`config.mk`:
```
export PLATFORM = sky130hd
export DESIGN_NAME = uart_cmd_decoder
export DESIGN_NICKNAME = d
export VERILOG_FILES = /design/src/rtl/uart_cmd_decoder.sv
export SDC_FILE = /design/constraint.sdc
export NUM_CORES = 1
export LEC_CHECK = 0
export ABC_AREA = 1
export BUFFER_PORTS_ARGS = -buffer_cell sky130_fd_sc_hd__buf_2
export CAP_MARGIN = 20
export CORE_UTILIZATION = 55
export CTS_CLUSTER_SIZE = 8
export DETAILED_ROUTE_END_ITERATION = 10
export GPL_TIMING_DRIVEN = 1
export PLACE_DENSITY_LB_ADDON = 0.05
export SYNTH_ARGS = -nofsm -noshare
export SYNTH_HDL_FRONTEND = slang
export SYNTH_SLANG_ARGS = --single-unit
```
`constraint.sdc`:
```
create_clock -name clk_25m -period 1.9 [get_ports clk_25m]
set_clock_uncertainty 0.05 [all_clocks]
set_input_delay 0.38 -clock clk_25m [delete_from_list [all_inputs] [get_ports clk_25m]]
set_output_delay 0.38 -clock clk_25m [all_outputs]
set_load 0.05 [all_outputs]
```
`src/rtl/uart_cmd_decoder.sv`:
```
// uart_cmd_decoder: consumes 5-byte command frames from the UART receive path,
// executes a register write/read or start strobe, and issues one 4-byte reply
// to the transmit bridge. Replies are spaced by at least TX_GAP_CYCLES and one
// frame arriving while busy is held in a pending buffer.
// Build option: define CMD_CHECKSUM_EN to enable checksum validation (E2).
module uart_cmd_decoder #(
    parameter int         TX_GAP_CYCLES = 9000,
    parameter logic [7:0] HDR_BYTE      = 8'hAA,
    parameter logic [7:0] RSP_BYTE      = 8'h55
) (
    input  logic        clk_25m,
    input  logic        rst,
    input  logic        RX_rdy,
    input  logic [7:0]  DataRX_1,
    input  logic [7:0]  DataRX_2,
    input  logic [7:0]  DataRX_3,
    input  logic [7:0]  DataRX_4,
    input  logic [7:0]  DataRX_5,
    output logic        EnTxData,
    output logic [7:0]  DataTX_1,
    output logic [7:0]  DataTX_2,
    output logic [7:0]  DataTX_3,
    output logic [7:0]  DataTX_4,
    output logic        reg_wr,
    output logic        reg_rd,
    output logic [3:0]  reg_addr,
    output logic [15:0] reg_wdata,
    input  logic [15:0] reg_rdata,
    output logic        start_pulse,
    output logic        busy,
    output logic [7:0]  ovf_cnt
);

    localparam int GAP_W = (TX_GAP_CYCLES > 2) ? $clog2(TX_GAP_CYCLES) : 1;
    localparam logic [GAP_W-1:0] GAP_LOAD = GAP_W'(TX_GAP_CYCLES - 1);

    localparam logic [7:0] ST_WR  = 8'h00;
    localparam logic [7:0] ST_RD  = 8'h01;
    localparam logic [7:0] ST_GO  = 8'h03;
    localparam logic [7:0] ST_HDR = 8'hE1;
    localparam logic [7:0] ST_CKS = 8'hE2;
    localparam logic [7:0] ST_CMD = 8'hE3;

    typedef enum logic [2:0] {IDLE, CHECK, EXEC, CAPT, RESP} state_t;

    state_t             state;
    state_t             state_nxt;
    logic               rx_rdy_q;
    logic               rx_edge;
    logic [39:0]        new_frame;
    logic [39:0]        frame;
    logic [39:0]        pend;
    logic               pend_vld;
    logic [7:0]         status;
    logic [15:0]        rsp_data;
    logic [GAP_W-1:0]   gap_cnt;
    logic               cks_ok;

    // Status precedence: header, then checksum, then command legality.
    function automatic logic [7:0] calc_status(input logic [7:0] hdr,
                                               input logic [3:0] cmd,
                                               input logic       sum_ok);
        logic [7:0] st;
        if (hdr != HDR_BYTE)  st = ST_HDR;
        else if (!sum_ok)     st = ST_CKS;
        else if (cmd == 4'h1) st = ST_WR;
        else if (cmd == 4'h2) st = ST_RD;
        else if (cmd == 4'h3) st = ST_GO;
        else                  st = ST_CMD;
        return st;
    endfunction

    // Dropped-frame counter sticks at its maximum instead of wrapping.
    function automatic logic [7:0] sat_inc(input logic [7:0] v);
        return (v == 8'hFF) ? v : v + 8'd1;
    endfunction

    assign new_frame = {DataRX_1, DataRX_2, DataRX_3, DataRX_4, DataRX_5};
    assign rx_edge   = RX_rdy & ~rx_rdy_q;
    assign reg_addr  = frame[27:24];
    assign reg_wdata = frame[23:8];
    assign busy      = (state != IDLE) || pend_vld;

`ifdef CMD_CHECKSUM_EN
    logic [7:0] sum;
    assign sum    = frame[39:32] + frame[31:24] + frame[23:16] + frame[15:8];
    assign cks_ok = (frame[7:0] == sum);
`else
    logic unused_cks;
    assign unused_cks = ^frame[7:0];
    assign cks_ok     = 1'b1;
`endif

    // RX_rdy history for rising-edge detection.
    always_ff @(posedge clk_25m) begin
        if (rst) rx_rdy_q <= 1'b0;
        else     rx_rdy_q <= RX_rdy;
    end

    // FSM state register.
    always_ff @(posedge clk_25m) begin
        if (rst) state <= IDLE;
        else     state <= state_nxt;
    end

    // FSM next-state: fixed walk through check/exec/capture, reply waits on the gap.
    always_comb begin
        state_nxt = state;
        case (state)
            IDLE:    if (pend_vld || rx_edge) state_nxt = CHECK;
            CHECK:   state_nxt = EXEC;
            EXEC:    state_nxt = CAPT;
            CAPT:    state_nxt = RESP;
            RESP:    if (gap_cnt == '0) state_nxt = IDLE;
            default: state_nxt = IDLE;
        endcase
    end

    // Frame intake: pending frame wins in IDLE; a simultaneous edge refills the buffer.
    always_ff @(posedge clk_25m) begin
        if (rst) begin
            frame    <= '0;
            pend     <= '0;
            pend_vld <= 1'b0;
            ovf_cnt  <= '0;
        end else if (state == IDLE) begin
            if (pend_vld) begin
                frame    <= pend;
                pend_vld <= rx_edge;
                if (rx_edge) pend <= new_frame;
            end else if (rx_edge) begin
                frame <= new_frame;
            end
        end else if (rx_edge) begin
            if (!pend_vld) begin
                pend     <= new_frame;
                pend_vld <= 1'b1;
            end else begin
                ovf_cnt <= sat_inc(ovf_cnt);
            end
        end
    end

    // Execution, reply capture, reply launch and inter-reply gap timing.
    always_ff @(posedge clk_25m) begin
        if (rst) begin
            status      <= '0;
            rsp_data    <= '0;
            gap_cnt     <= '0;
            reg_wr      <= 1'b0;
            reg_rd      <= 1'b0;
            start_pulse <= 1'b0;
            EnTxData    <= 1'b0;
            DataTX_1    <= '0;
            DataTX_2    <= '0;
            DataTX_3    <= '0;
            DataTX_4    <= '0;
        end else begin
            reg_wr      <= 1'b0;
            reg_rd      <= 1'b0;
            start_pulse <= 1'b0;
            EnTxData    <= 1'b0;
            if (gap_cnt != '0) gap_cnt <= gap_cnt - GAP_W'(1);
            case (state)
                CHECK: status <= calc_status(frame[39:32], frame[31:28], cks_ok);
                EXEC: begin
                    reg_wr      <= (status == ST_WR);
                    reg_rd      <= (status == ST_RD);
                    start_pulse <= (status == ST_GO);
                end
                CAPT: begin
                    if (status == ST_RD)      rsp_data <= reg_rdata;
                    else if (status == ST_WR) rsp_data <= frame[23:8];
                    else                      rsp_data <= '0;
                end
                RESP: begin
                    if (gap_cnt == '0) begin
                        DataTX_1 <= RSP_BYTE;
                        DataTX_2 <= status;
                        DataTX_3 <= rsp_data[15:8];
                        DataTX_4 <= rsp_data[7:0];
                        EnTxData <= 1'b1;
                        gap_cnt  <= GAP_LOAD;
                    end
                end
                default: ;
            endcase
        end
    end

endmodule

```
==> flow_summary.ini, run 1 <==
[timing]
final-max-slew-violation-count = 0
finalSetupViolations = 0
worst_slack_ns = 0.0607
finalCritPeriodShare = 0.968
hold_ws_ns = 0.0813
hold_viol = 0
worst_pin_slew_ns = 0.633
achievable-frequency_mhz = 544
min_period_ns = 1.84
relSlewSlack = 0.577

[cells_and_area]
n_antenna_cell = 0
final_nets = 977
fin_cells = 1063
post_route_cells_drive_above_1_share = 0.206
final_core_util = 0.691
area_delta_synth_final_pct = 20.4

[pwr]
ir_drop_mv = 0.800
p_leak_nw = 3.50
powerDensity_nw_per_um2 = 1470

[grt]
grt_pass1_wl_mm = 22.5
grt_pass1_vias = 4917
grt_antenna_before_repair = 0
grtUsageTotal = 0.250
gr-total-overflow = 0
grt_max_degree = 68

[die]
start_util = 0.574
core-area_sq_um = 10400
fp.dieW_microns = 106
dieArea_sq_um = 11300
rows = 37
top_level_ports = 124
die_h_microns = 106

[synthesis]
synth_top_family_by_area = simple AND/OR/NAND/NOR gates
muxShareOfSynthArea = 0
synthAdderAreaFrac = 0.00837
synth-seq-cells = 134
postSynthCellCount = 831
synthArstFlopShare = 0
synthXorXnorAreaFrac = 0.0161
synth-simple-area-share = 0.230
ys.flop_type = dfxtp_1
yosysWarnings = 0
synth-edff-count = 0
ys_seq_area_frac = 0.448
syn_area_sq_um = 5980
avgSynthCellArea_sq_um = 7.20
synth-compound-area-share = 0.154
synth_cell_types = 33

[route]
via_per_inst = 5.08
drt_pre_antenna_iters = 5
drc = 0
finalWirelength_mm = 13.8
first_iter_violations = 296
avgRoutedWirePerCell_microns = 13.0
vias = 5395
antenna_left = 0

[worst_setup_path]
startpoint = state[0]
worstPathArrival_ns = 1.41
crit_slowest_cell = dfxtp_4
end_kind = primary output
r2r-start = gap_cnt[1]
cpPeakStageDelay_ns = 0.35
crit_family = flip-flops
reg2reg_to = DataTX_4[6]
reg2reg_slack_ns = 0.13
cp_max_fo = 2
worstSetupPathType = reg2out
crit_path_cell_trace = nor2_4 -> nand2_4 -> inv_4 -> ha_4 -> inv_2 -> buf_8
rr_worst_depth = 8
required_ns = 1.47
crit_buf_inv = 3
start_kind = flop

[outcome]
outcome = finished, final reports clean

[worst_hold_path]
hp-class = in2reg
holdCritStartpoint = DataRX_1[1]
holdPathStages = 3
min_to = pend[33]

[cts]
cts.path.max_buffers = 2
cts_root_buffer = clkbuf_8
cts.clk_slew.worst_paths_ns = 0.06
cts_tree = done
ctsHoldBuffers = 0
cts_made_buffers = 17
htree_num_levels = 4
cts.sinks = 134
insertion_delay_ns = 0.51

[flow_run]
cap_violations = 0

[place]
portBuffers = 108
pre_cts_ws_ns = 0.0305
routabilityCongestion = 0.889
detailed_place_hpwl_mm = 8.99
dp_cells = 1022
==> cells by family (layout without fill, tap and decap cells) <==
| logic type | count (synthesis) | in the layout |
|---|---|---|
| flip-flops | 134 | 134 |
| adder cells (fa/ha/maj) | 4 | 4 |
| AND/OR/NAND/NOR | 327 | 329 |
| other | 1 | 7 |
| AO/OA/AOI/OAI | 170 | 170 |
| XOR/XNOR | 11 | 11 |
| buffers and inverters | 184 | 272 |
==> where the power goes <==
group          internal [W]  leakage (nW)  switching [W]
registers           0.00338          1.10       0.000343
clock network       0.00246         0.324        0.00126
logic               0.00107          2.08        0.00208
==> repair_timing <==
item	CTS	global route
hold endpoints to repair	0	0
gates resized for setup	12	4
pin swaps	2	3
endpoints found under the setup margin	1	23
cloned	0	2
buffers inserted	5	2
==> how the worst max path moves through the flow <==
stage	cells after the start	end
floorplan	8	pend[33]
CTS	4	busy
finish	6	busy
global placement	8	pend[19]
global route	6	busy
detailed placement	8	pend[38]
==> cells in the final DEF (no fill, tap or decap), types with 2 or more instances in the layout <==
master / Yosys / final
nand2_1: 164 / 164
dfxtp_1: 134 / 131
buf_2: 11 / 107
inv_1: 105 / 102
nor2_1: 99 / 99
o21ai_0: 68 / 68
nand3_1: 40 / 40
a31oi_1: 34 / 34
a21oi_1: 29 / 29
o21ai_1: 20 / 20
buf_4: 39 / 20
o22ai_1: 17 / 17
clkbuf_16: 0 / 16
xor2_1: 7 / 7
conb_1: 1 / 7
inv_2: 4 / 6
bufinv_16: 0 / 6
nor2_4: 4 / 5
nor3_1: 5 / 5
inv_6: 0 / 5
nor2_2: 3 / 4
xnor2_1: 4 / 4
nand2_2: 3 / 3
nand4_1: 3 / 3
ha_1: 4 / 2
clkbuf_8: 0 / 2
buf_12: 0 / 2
dfxtp_4: 0 / 2
==> worst register-to-register path, stage by stage, from the launching register on <==
cell and delay (ns):
dfxtp_1 0.31, inv_1 0.11, ha_2 0.26, nand2_2 0.12, nor2_2 0.16, nand4_2 0.23, nor2_4 0.32, nand2_1 0.09
nand2_1 0.06
==> cell usage after synthesis (4+ instances only) <==
master | n | share of area
a21oi_1 | 29 | 0.024
a31oi_1 | 34 | 0.036
buf_2 | 11 | 0.0092
buf_4 | 39 | 0.049
clkbuf_1 | 21 | 0.013
dfxtp_1 | 134 | 0.45
ha_1 | 4 | 0.0084
inv_1 | 105 | 0.066
inv_2 | 4 | 0.0025
nand2_1 | 164 | 0.10
nand3_1 | 40 | 0.033
nor2_1 | 99 | 0.062
nor2_4 | 4 | 0.0075
nor3_1 | 5 | 0.0042
o21ai_0 | 68 | 0.057
o21ai_1 | 20 | 0.017
o22ai_1 | 17 | 0.018
xnor2_1 | 4 | 0.0059
xor2_1 | 7 | 0.010
==> metal layers <==
metal,share of wire,vias up,global-route usage,wire [microns]
li1,-,2791,-,-
met1,0.45,2443,0.321,6230
met2,0.49,143,0.420,6760
met3,0.050,18,0.0601,691
met4,0.012,0,0.0694,162
met5,0,-,0,0
==> state kept, by name (all words and copies together) (netlist names) <==
| register | flops |
|---|---|
| reg_wr | 1 |
| status | 3 |
| rx_rdy_q | 1 |
| start_pulse | 1 |
| pend_vld | 1 |
| DataTX_4 | 8 |
| reg_rd | 1 |
| pend | 32 |
| DataTX_1 | 1 |
| rsp_data | 16 |
| DataTX_2 | 3 |
| ovf_cnt | 8 |
| state | 3 |
| EnTxData | 1 |
| DataTX_3 | 8 |
| gap_cnt | 14 |
| frame | 32 |
==> stage by stage <==
step | cell area, sq um | power [W] | setup TNS (ns)
global placement | 6420 | 0.00665 | 0
detailed placement | 6420 | 0.00675 | 0
global route | 7200 | 0.0112 | -0.0000386
finish | 7200 | 0.0106 | 0
floorplan | 6000 | 0.00621 | 0
CTS | 7160 | 0.0106 | 0
==> layout make-up <==
type / count / area (sq um)
Inverter: 109 / 412
Fill cell: 912 / 3220
Timing Repair Buffer: 131 / 752
Tap cell: 136 / 170
Clock inverter: 13 / 240
Clock buffer: 19 / 432
Multi-Input combinational cell: 521 / 2500
Sequential cell: 134 / 2690
(Power assumes the default switching activity.)
==> run 2, diff against run 1 <==
Settings changed: CELL_PAD_IN_SITES_DETAIL_PLACEMENT set to 0, CELL_PAD_IN_SITES_GLOBAL_PLACEMENT set to 1, CORE_ASPECT_RATIO set to 0.9, CORE_UTILIZATION 55 to 40, CTS_BUF_LIST set to sky130_fd_sc_hd__clkbuf_2 sky130_fd_sc_hd__clkbuf_4 sky130_fd_sc_hd__clkbuf_8.
==> run 2 against run 1 <==
  * Global-route usage decreased by 5.8 points
  * Sequential share of layout area increased by 1.3 points
  * Wire length increased by 2.1%
  * Clock power decreased by 37%
  * Flip-flop and latch count unchanged
  * Worst hold slack improved by 0.056 ns
  * Non-clock buffer count unchanged
  * Critical path depth unchanged
  * Clock-buffer cell count increased by 2
  * Fmax decreased by 0.36%
  * Worst setup slack got worse by 0.0067 ns
  * Total power decreased by 14%
  * Highest routed layer unchanged
==> flow_summary.ini, run 2 (synthesis results as in run 1) <==
[timing]
finalCritPeriodShare = 0.972
hold_ws_ns = 0.138
final-max-slew-violation-count = 0
worst_slack_ns = 0.0540
worst_pin_slew_ns = 0.627
finalSetupViolations = 0
relSlewSlack = 0.581
min_period_ns = 1.85
achievable-frequency_mhz = 542
hold_viol = 0

[route]
vias = 5236
highest_layer = met4
wl_met3_microns = 593
met1Wirelength_mm = 7.17
drt_pre_antenna_iters = 4
antenna_left = 0
first_iter_violations = 259
avgRoutedWirePerCell_microns = 12.6
finalWirelength_mm = 14.1
drc = 0
wl_met2_mm = 6.23
via_per_inst = 4.67

[place]
portBuffers = 108
routabilityCongestion = 0.830
post_dp_cell_area_sq_um = 6510
pre_cts_ws_ns = -0.00837
detailed_place_hpwl_mm = 9.52

[worst_setup_path]
crit_path_cell_trace = nor2_4 -> nand2_4 -> inv_4 -> ha_1 -> inv_1 -> buf_6
reg2reg_to = pend[31]
r2r-start = state[2]
cp_max_fo = 4
end_kind = primary output
worstSetupPathType = reg2out
crit_slowest_cell = dfxtp_4
required_ns = 1.47
worstPathArrival_ns = 1.42
cpPeakStageDelay_ns = 0.35
startpoint = state[0]
reg2reg_slack_ns = 0.17
rr_worst_depth = 8
start_kind = flop

[cells_and_area]
multi_input_area_sq_um = 2470
final_nets = 975
post_route_cells_drive_above_1_share = 0.200
n_antenna_cell = 0
final_common_cell = nand2_1
fillers = 1556
top_regs = frame (32), pend (32), rsp_data (16)
layout_common_cells = nand2_1 (164), dfxtp_1 (131), buf_2 (107)
seq_area_sq_um = 2690
area_delta_synth_final_pct = 16.1
design_area_sq_um = 6950
final_core_util = 0.474

[die]
rows = 42
core-area_sq_um = 14700
die_h_microns = 118
dieArea_sq_um = 15400
fp.dieW_microns = 131
top_level_ports = 124
start_util = 0.408

[worst_hold_path]
min_to = rx_rdy_q
holdPathStages = 3
hp-class = in2reg
holdCritStartpoint = RX_rdy

[grt]
grt_antenna_before_repair = 0
grtUsageTotal = 0.192
grt_max_degree = 68
grt_pass1_vias = 4794
grt_pass1_wl_mm = 23.2
gr-total-overflow = 0

[cts]
insertion_delay_ns = 0.43
cts_made_buffers = 17
cts.sinks = 134
cts_root_buffer = clkbuf_8
cts.clk_slew.worst_paths_ns = 0.07
cts_tree = done
cts.path.max_buffers = 2
htree_num_levels = 4
ctsHoldBuffers = 0

[pwr]
ir_drop_mv = 0.800
powerDensity_nw_per_um2 = 1320
p_leak_nw = 3.37

[outcome]
outcome = finished, final reports clean

[flow_run]
cap_violations = 0
[run 2: changes by cell type in the layout (fill, tap and decap cells not counted), moves of 2 or more]
| cell | before | now |
|---|---|---|
| bufinv_16 | 6 | 2 |
| clkbuf_16 | 16 | 0 |
| clkbuf_8 | 2 | 20 |
| clkinv_2 | 0 | 4 |
| clkinvlp_4 | 1 | 3 |
| ha_1 | 2 | 4 |
| inv_6 | 5 | 0 |
[run 2: worst max-delay path by stage]
stage / to / slack (ns)
after floorplan: pend[33] / 0.18
after global placement: pend[22] / 0.05
after detailed placement: pend[21] / -0.008
after CTS: busy / 0.01
after global routing: busy / -0.01
final: busy / 0.05
[run 2: cell type report]
class / count / area share
Sequential cell: 134 / 0.387
Multi-Input combinational cell: 519 / 0.355
Timing Repair Buffer: 131 / 0.107
Inverter: 109 / 0.0592
Clock buffer: 21 / 0.0407
Tap cell: 198 / 0.0357
Clock inverter: 9 / 0.0148
[run 2: what timing repair did]
item	CTS	global route
resized for setup	7	1
pin swaps	1	2
setup endpoints to repair	20	1
setup buffers	1	4
[run 2: worst max-delay path: cells and delay by family (launching register included)]
| kind | cells | cell delay, ns |
|---|---|---|
| flops | 1 | 0.35 |
| buf+inv | 3 | 0.28 |
| simple gates | 2 | 0.22 |
| fa+ha+maj | 1 | 0.14 |
[run 2: power by group]
group	internal (W)	switching, W	leakage [nW]	total (W)
Combinational	0.00105	0.00205	2.07	0.00310
Clock	0.00126	0.00106	0.193	0.00232
Sequential	0.00338	0.000346	1.10	0.00373
[run 2: stage by stage]
step           total power, W  std cells  TNS (ns)
6_report              0.00915       1121         0
4_1_cts               0.00923       1117         0
3_3_place_gp          0.00678       1086         0
5_1_grt               0.00984       1121   -0.0149
3_5_place_dp          0.00683       1086  -0.00837
2_1_floorplan         0.00621        837         0
[run 2: metal layers]
layer,global-route usage,up-vias
met1,0.264,2353
met2,0.292,98
met3,0.0518,13
met5,0,-
met4,0.0568,0
li1,-,2772
